### src/rtl/rho_pkg.sv
// rtl/rho_pkg.sv - shared sizes, FSM encoding and rho offset table
package rho_pkg;

  localparam int PAGE_W = 25;
  localparam int NPAGES = 64;
  localparam int IDX_W  = 6;

  localparam logic [0:0] ST_LOAD = 1'b0;
  localparam logic [0:0] ST_EMIT = 1'b1;

  typedef logic [PAGE_W-1:0] page_t;
  typedef logic [IDX_W-1:0]  idx_t;

  // Keccak rho rotation amount for lane (x,y), lane length 64
  function automatic idx_t rho_off(input int x, input int y);
    case (5 * x + y)
      0:  return 6'd0;
      1:  return 6'd36;
      2:  return 6'd3;
      3:  return 6'd41;
      4:  return 6'd18;
      5:  return 6'd1;
      6:  return 6'd44;
      7:  return 6'd10;
      8:  return 6'd45;
      9:  return 6'd2;
      10: return 6'd62;
      11: return 6'd6;
      12: return 6'd43;
      13: return 6'd15;
      14: return 6'd61;
      15: return 6'd28;
      16: return 6'd55;
      17: return 6'd25;
      18: return 6'd21;
      19: return 6'd56;
      20: return 6'd27;
      21: return 6'd20;
      22: return 6'd39;
      23: return 6'd8;
      24: return 6'd14;
      default: return 6'd0;
    endcase
  endfunction

endpackage

### src/rtl/rho_lane_select.sv
// rtl/rho_lane_select.sv - picks bit (z - off) mod 64 from one lane column
module rho_lane_select
  import rho_pkg::*;
(
  input  logic [NPAGES-1:0] lane_col,
  input  logic [IDX_W-1:0]  z,
  input  logic [IDX_W-1:0]  off,
  output logic              bit_out
);

  logic [IDX_W-1:0] src_idx;

  // 6-bit subtraction wraps naturally, giving the mod-64 source slice
  assign src_idx = z - off;
  assign bit_out = lane_col[src_idx];

endmodule

### src/rtl/rho_rotate.sv
// rtl/rho_rotate.sv - buffers 64 slice-pages and re-emits them rho-rotated
module rho_rotate
  import rho_pkg::*;
(
  input  logic              clk,
  input  logic              reset,
  input  logic              in_valid,
  input  logic [PAGE_W-1:0] in_data,
  output logic              Ready,
  output logic [PAGE_W-1:0] Out,
  output logic              Done,
  output logic [IDX_W-1:0]  out_index
);

  logic [0:0]        state_q, state_d;
  logic [IDX_W-1:0]  wcnt_q, wcnt_d;
  logic [IDX_W-1:0]  rcnt_q, rcnt_d;
  logic              phase_q, phase_d;
  logic [PAGE_W-1:0] out_q, out_d;
  logic              done_q, done_d;
  logic [IDX_W-1:0]  out_index_q, out_index_d;
  logic              mem_we;

  logic [PAGE_W-1:0] page_mem_q [NPAGES];
  logic [NPAGES-1:0] lane_col [PAGE_W];
  logic [PAGE_W-1:0] rot_page;

  always_comb begin
    for (int l = 0; l < PAGE_W; l++) begin
      for (int z = 0; z < NPAGES; z++) begin
        lane_col[l][z] = page_mem_q[z][l];
      end
    end
  end

  for (genvar l = 0; l < PAGE_W; l++) begin : g_lane
    localparam idx_t OFF = rho_off(l % 5, l / 5);
    rho_lane_select u_sel (
      .lane_col (lane_col[l]),
      .z        (rcnt_q),
      .off      (OFF),
      .bit_out  (rot_page[l])
    );
  end

  always_comb begin
    state_d     = state_q;
    wcnt_d      = wcnt_q;
    rcnt_d      = rcnt_q;
    phase_d     = phase_q;
    out_d       = out_q;
    done_d      = 1'b0;
    out_index_d = out_index_q;
    mem_we      = 1'b0;
    case (state_q)
      ST_LOAD: begin
        if (in_valid) begin
          mem_we = 1'b1;
          wcnt_d = wcnt_q + 6'd1;
          if (wcnt_q == IDX_W'(NPAGES - 1)) begin
            state_d = ST_EMIT;
            wcnt_d  = '0;
            rcnt_d  = '0;
            phase_d = 1'b0;
          end
        end
      end
      default: begin
        if (!phase_q) begin
          done_d      = 1'b1;
          out_d       = rot_page;
          out_index_d = rcnt_q;
          rcnt_d      = rcnt_q + 6'd1;
          phase_d     = 1'b1;
        end else begin
          phase_d = 1'b0;
          // rcnt wrapped to 0 after page 63: this gap edge closes EMIT
          if (rcnt_q == '0) begin
            state_d = ST_LOAD;
          end
        end
      end
    endcase
  end

  always_ff @(posedge clk) begin
    if (reset) begin
      state_q     <= ST_LOAD;
      wcnt_q      <= '0;
      rcnt_q      <= '0;
      phase_q     <= 1'b0;
      out_q       <= '0;
      done_q      <= 1'b0;
      out_index_q <= '0;
    end else begin
      state_q     <= state_d;
      wcnt_q      <= wcnt_d;
      rcnt_q      <= rcnt_d;
      phase_q     <= phase_d;
      out_q       <= out_d;
      done_q      <= done_d;
      out_index_q <= out_index_d;
    end
  end

  always_ff @(posedge clk) begin
    if (mem_we && !reset) begin
      page_mem_q[wcnt_q] <= in_data;
    end
  end

  assign Ready     = (state_q == ST_LOAD);
  assign Out       = out_q;
  assign Done      = done_q;
  assign out_index = out_index_q;

endmodule

### config.mk
export PLATFORM = sky130hd
export DESIGN_NAME = rho_rotate
export DESIGN_NICKNAME = d
export VERILOG_FILES = /design/src/rtl/rho_pkg.sv /design/src/rtl/rho_lane_select.sv /design/src/rtl/rho_rotate.sv
export SDC_FILE = /design/constraint.sdc
export NUM_CORES = 2
export LEC_CHECK = 0
export CORE_MARGIN = 3
export CORE_UTILIZATION = 45
export CTS_CLUSTER_SIZE = 24
export DETAILED_ROUTE_END_ITERATION = 10
export GPL_ROUTABILITY_DRIVEN = 0
export MAX_ROUTING_LAYER = met4
export PLACE_DENSITY = 0.71
export SLEW_MARGIN = 20
export SYNTH_ARGS = -nofsm -noshare
export SYNTH_HDL_FRONTEND = slang
export SYNTH_HIERARCHICAL = 1
export SYNTH_SLANG_ARGS = --single-unit
### constraint.sdc
create_clock -name clk -period 11.3 [get_ports clk]
set_clock_uncertainty 0.2 [all_clocks]
set_input_delay 1.13 -clock clk [delete_from_list [all_inputs] [get_ports clk]]
set_output_delay 1.13 -clock clk [all_outputs]
set_load 0.005 [all_outputs]
---- Word level (Yosys, flattened, before mapping) ----
Memories as Yosys holds them, arrays and structs flattened.
Cells that the tools add are included.
Widths: inputs -> output; s select.
word-level totals
  register bits ........................... 46
  memory bits (writable) .................. 1,600
  memories ................................ 1
  input bits .............................. 28
  word-level logic and storage cells ...... 141
  output and inout port bits .............. 33
operators by class
  reduce and logical (&&, ||, !) cells .... 10
  muxes and demuxes ....................... 68
  equal/unequal tests ..................... 2
  bitwise logic cells ..................... 2
  add/sub/neg operators ................... 26
  magnitude comparators ................... 25
memories
  memory      depth  width  read ports  clocked after Yosys merged registers in  wr ports  RTL line          RTL
  page_mem_q  64     25     64          0                                        1         rho_rotate.sv:24  logic [PAGE_W-1:0] page_mem_q [NPAGES];
operators with widths
  operator             count
  $lt 6x7->1 const B   25
  $bmux 1 s6           25
  $sub 6x6->6 const B  10
  $mux 1               38
  $sub 6x5->6 const B  6
  $mux 6               5
  $sub 6x4->6 const B  4
  $add 6x1->6 const B  2
  $sub 6x2->6 const B  2
  $eq 6x6->1 const B   1
  $logic_not 6->1      1
  $reduce_and 2->1     3
  $sub 6x1->6 const B  1
  $sub 6x3->6 const B  1
  $reduce_bool 2->1    2
  $reduce_and 3->1     1
  $ne 2x2->1 const B   1
  $not 1->1            2
  $reduce_or 2->1      1
  $logic_and 1x1->1    1
  $logic_not 1->1      1

---- Longest topological paths before layout ----
  depth after elaboration ................. 5
  mapped depth ............................ 12
  gate-level depth less buffers ........... 12

---- Hierarchy ----
Netlist, hierarchy kept.
modules (own cells, without submodules)
  module           times used  seq. area each (sq um)  cells an instance  area each (sq um)
  rho_rotate       1           48,967.0                1,925              50,347.0
  rho_lane_select  25          0.0                     61                 850.8

---- Least setup slack after synthesis ----
No wires, ideal clock.
  path type ............................... input port to flip-flop
  from .................................... input port reset
  to ...................................... memory page_mem_q[40][0], enable pin
  slack ................................... 6.520 ns
  data required time ...................... 10.629 ns
  setup time .............................. 0.471 ns
  arrival time ............................ 4.109 ns
  stages .................................. 3
  buffers on the path ..................... 0
  path through ............................ nor3b_2 -> nand4b_1 -> nor4_1
on the way
  longest elaborated chain between the ends .. 4
RTL lines
  element                       RTL line           RTL
  from (decl)                   rho_rotate.sv:6    input logic reset,
  $logic_not 1->1               rho_rotate.sv:107  if (mem_we && !reset) begin
  $logic_and 1x1->1             rho_rotate.sv:107
  $mux 1                        rho_rotate.sv:107
  $mux 1 (not written as such)  rho_rotate.sv:108  page_mem_q[wcnt_q] <= in_data;
  to (decl)                     rho_rotate.sv:24
Every way passes these cells.

---- Worst setup path in the final report ----
  from .................................... register rcnt_q[1]
  to ...................................... register out_q[16], in the netlist Out[16]
on the way
  longest elaborated chain between the ends .. 3
RTL lines
  element                       RTL line               RTL
  from (decl)                   rho_rotate.sv:17       logic [IDX_W-1:0] rcnt_q, rcnt_d;
  from (signal assigned)        rho_rotate.sv:98       rcnt_q <= rcnt_d;
  $sub 6x6->6                   rho_lane_select.sv:14  assign src_idx = z - off;
  $bmux 1 s6                    rho_lane_select.sv:15  assign bit_out = lane_col[src_idx];
  $mux 1 (not written as such)  rho_lane_select.sv:15
  net rot_page[16]              rho_rotate.sv:26       logic [PAGE_W-1:0] rot_page;
  to (signal assigned)          rho_rotate.sv:100      out_q <= out_d;
  to (decl)                     rho_rotate.sv:19       logic [PAGE_W-1:0] out_q, out_d;
The timed path passes the listed nets, and every way through them passes these cells. The select of a mux whose other input is x is not followed.
A chain may end at the register's enable or synchronous reset.

==> flow_summary.toml <==
[synthesis]
ys_ff_latch = 1646
ys_warn_count = 6
netlist_instances = 3450
synth_top_area_share_pct = 67.1
yosys_most_used_dff = "sky130_fd_sc_hd__edfxtp_1"
synth_sequential_area_ratio_pct = 68.4
syn_area_um2 = 71600
synthDistinctLibCells = 55
synth_top_cell_by_area = "sky130_fd_sc_hd__edfxtp_1"
post_synth_edffs = 1600
netlist_top_cells_area = "sky130_fd_sc_hd__edfxtp_1 67%, sky130_fd_sc_hd__mux4_1 14%, sky130_fd_sc_hd__mux2i_1 5.3%, sky130_fd_sc_hd__ha_1 2.2%, sky130_fd_sc_hd__dfxtp_1 1.3%"
synth_async_sr_flop_share_pct = 0
post_synth.cell_area_avg_um2 = 20.8

[global_routing]
grt.met3_usage_pct = 5.40
grtUsageMet1_pct = 32.3
global_route_wire_length_before_repair_mm = 274
met2_usage_pct = 37.9
globalRoute.totalOverflow = 0
top_usage_layer = "met2"
grt_pass1_vias = 35400
grt.total_usage_pct = 24.9
grt_max_degree = 65
antenna_found_initial = 6

[placement]
dp.final_hpwl_mm = 123
place.port_buffers = 60
placed_area_um2 = 75800

[routing]
avgViaCountPerCell = 6.02
route.vias.total = 36400
detail-route-antenna-nets = 0
post-route-drc-count = 0
totalWireLength_mm = 198
drtIter0Drc = 4762
drtPass1Iterations = 7
wire_per_inst_um = 32.8

[clock_network]
cts_made_buffers = 156
post_cts.resized_instances = 0
tritoncts = "done"
cts.root.buffer_cell = "sky130_fd_sc_hd__clkbuf_16"
insertion_delay_ns = 0.78
tritoncts_num_sinks = 1646
postCtsSetupRepairBufs = 0
cts_buffer_depth = 3
ctsHtreeMaxLevel = 4
clk_transition_reported_paths_ns = 0.07
cts_hold_buffers = 0

[sta]
fmax_ghz = 0.227
slew_headroom_pct = 22.6
whs_ns = 0.255
slew_viol_final = 0
setup-violations-final = 0
grt_setup_unrepaired = "false"
worst-slew-pin-transition_ns = 1.16
min_period_over_period_pct = 39.1
finalCriticalPeriod_ns = 4.41
fin_setup_tns_ns = 0
timing.final.hold_violations = 0

[finish]
area.sequential_um2 = 49000
design_area_um2 = 80800
finish.net_count = 4039
layout_common_cells = "1600 x sky130_fd_sc_hd__edfxtp_1, 376 x sky130_fd_sc_hd__mux2i_1, 375 x sky130_fd_sc_hd__mux4_1"
area_of_the_multi_input_gates_um2 = 21600
syn2layout_area_growth_pct = 12.9
drive_above_1_share_pct = 14.4
filler_cell_count = 12100
mostFrequentLayoutCell = "sky130_fd_sc_hd__edfxtp_1"

[pwr]
vdd_ir_drop_max_mv = 0.164
power.static_leakage_nw = 28.4
power_per_cell_area_nw_per_um2 = 159

[worst_setup_path]
worst-endpoint-required_ns = 11.72
r2r_slack_ns = 6.89
worst_ep_arrival_time_ns = 4.84
worst-path-max-fanout = 31
worst_setup_path_end_kind = "flop"
worstSetupStartpointType = "flop"
timing_worst_setup_path_type = "flop to flop"

[die]
floorplan.rows = 145
die_h_um = 405
die_w_um = 405
core_area_um2 = 157000
floorplan.io_pins = 61
starting_density_of_the_core_pct = 45.6
fp.dieArea_um2 = 164000

[status]
status = "finished clean"

[run]
drv_cap = 0

[hold_path]
min_delay_path_class = "flop to flop"
-- logic make-up after synthesis --
kind of cell,Yosys count,share of synthesized area [%]
AO/OA/AOI/OAI,179,1.61
XOR/XNOR,127,2.47
adder cells (fa/ha/maj),153,2.94
buffers and inverters,308,3.05
flip-flops,1646,68.4
multiplexers,776,19.8
other,2,0.0105
AND/OR/NAND/NOR,259,1.75
-- through the flow --
step                      setup WS [ns]  instances  util, %  total power (W)
after detailed placement           6.86       5752     48.2          0.00788
after floorplan                    6.52       3623        -          0.00747
after CTS                          6.95       6032     51.4           0.0129
after global placement             6.71       5727     47.9          0.00786
final                              6.89       6041     51.5           0.0129
after global routing               6.74       6040     51.5           0.0132
-- sequential cells by signal (all words and copies together), names as in the netlist --
register / flops
page_mem_q: 1600
Out: 25
out_index: 6
rcnt_q: 6
wcnt_q: 6
Done: 1
phase_q: 1
state_q: 1
-- critical path, stage by stage, from the launching register on --
cell	delay, ns
sky130_fd_sc_hd__dfxtp_4	0.65
sky130_fd_sc_hd__buf_4	0.62
sky130_fd_sc_hd__inv_1	0.15
sky130_fd_sc_hd__fa_2	1.07
sky130_fd_sc_hd__mux4_1	0.43
sky130_fd_sc_hd__mux2i_1	0.57
sky130_fd_sc_hd__mux2i_1	0.14
sky130_fd_sc_hd__mux2i_1	0.16
sky130_fd_sc_hd__mux2i_1	0.08
sky130_fd_sc_hd__nand2_1	0.07
sky130_fd_sc_hd__a21oi_1	0.07
-- synth_stat cells (3+ instances only) --
library cell and n:
sky130_fd_sc_hd__ha_1 128, sky130_fd_sc_hd__dfxtp_1 46, sky130_fd_sc_hd__a21oi_2 25, sky130_fd_sc_hd__or4_1 4, sky130_fd_sc_hd__xor2_2 25, sky130_fd_sc_hd__o211ai_1 3
sky130_fd_sc_hd__o21ai_1 27, sky130_fd_sc_hd__a21o_1 25, sky130_fd_sc_hd__nand2_1 77, sky130_fd_sc_hd__o31ai_1 3, sky130_fd_sc_hd__nor2_1 83, sky130_fd_sc_hd__o21a_1 25
sky130_fd_sc_hd__mux2i_1 376, sky130_fd_sc_hd__nand3b_1 3, sky130_fd_sc_hd__buf_2 5, sky130_fd_sc_hd__mux4_1 375, sky130_fd_sc_hd__buf_6 52, sky130_fd_sc_hd__nor2b_1 27
sky130_fd_sc_hd__xnor2_1 75, sky130_fd_sc_hd__nand2b_1 27, sky130_fd_sc_hd__dlymetal6s2s_1 25, sky130_fd_sc_hd__nor2_2 6, sky130_fd_sc_hd__nor3_1 4, sky130_fd_sc_hd__fa_1 25
sky130_fd_sc_hd__mux4_2 25, sky130_fd_sc_hd__buf_12 25, sky130_fd_sc_hd__inv_1 179, sky130_fd_sc_hd__nand3_1 8, sky130_fd_sc_hd__buf_1 5, sky130_fd_sc_hd__edfxtp_1 1600
sky130_fd_sc_hd__a21oi_1 61, sky130_fd_sc_hd__clkbuf_1 16, sky130_fd_sc_hd__xnor2_4 25, sky130_fd_sc_hd__or3_1 7
-- layout make-up --
class                      count  area share, %
antenna                        3        0.00929
clock buffer                 202           5.25
clock inverter                78          0.826
inverter                     179          0.831
multi-input combinational   1669           26.7
sequential                  1646           60.6
tap                         2058           3.18
timing repair buffer         206           2.57
-- power breakdown --
group,leakage (nW),internal (W),total [W],switching [W]
Combinational,11.2,0.000389,0.00105,0.000661
Sequential,14.8,0.00670,0.00671,0.00000701
Clock,2.39,0.00286,0.00511,0.00225
-- final timing paths --
kind                                                start                         to  cells past startpoint
worst min register to register  out_index[0]$_SDFFE_PP0P_  out_index[0]$_SDFFE_PP0P_                      2
worst max-delay path               rcnt_q[1]$_SDFFE_PP0P_       Out[16]$_SDFFE_PP0P_                     10
worst min-delay path            out_index[0]$_SDFFE_PP0P_  out_index[0]$_SDFFE_PP0P_                      2
worst max register to register     rcnt_q[1]$_SDFFE_PP0P_       Out[16]$_SDFFE_PP0P_                     10
-- layer usage --
metal	up-vias	wire, um	part of all wire (%)
met1	18900	74300	38
met5	-	0	0
met2	2300	93000	47
met4	0	9910	5.0
li1	14800	-	-
met3	365	20800	10
Power figures use the tool's default switching activity.
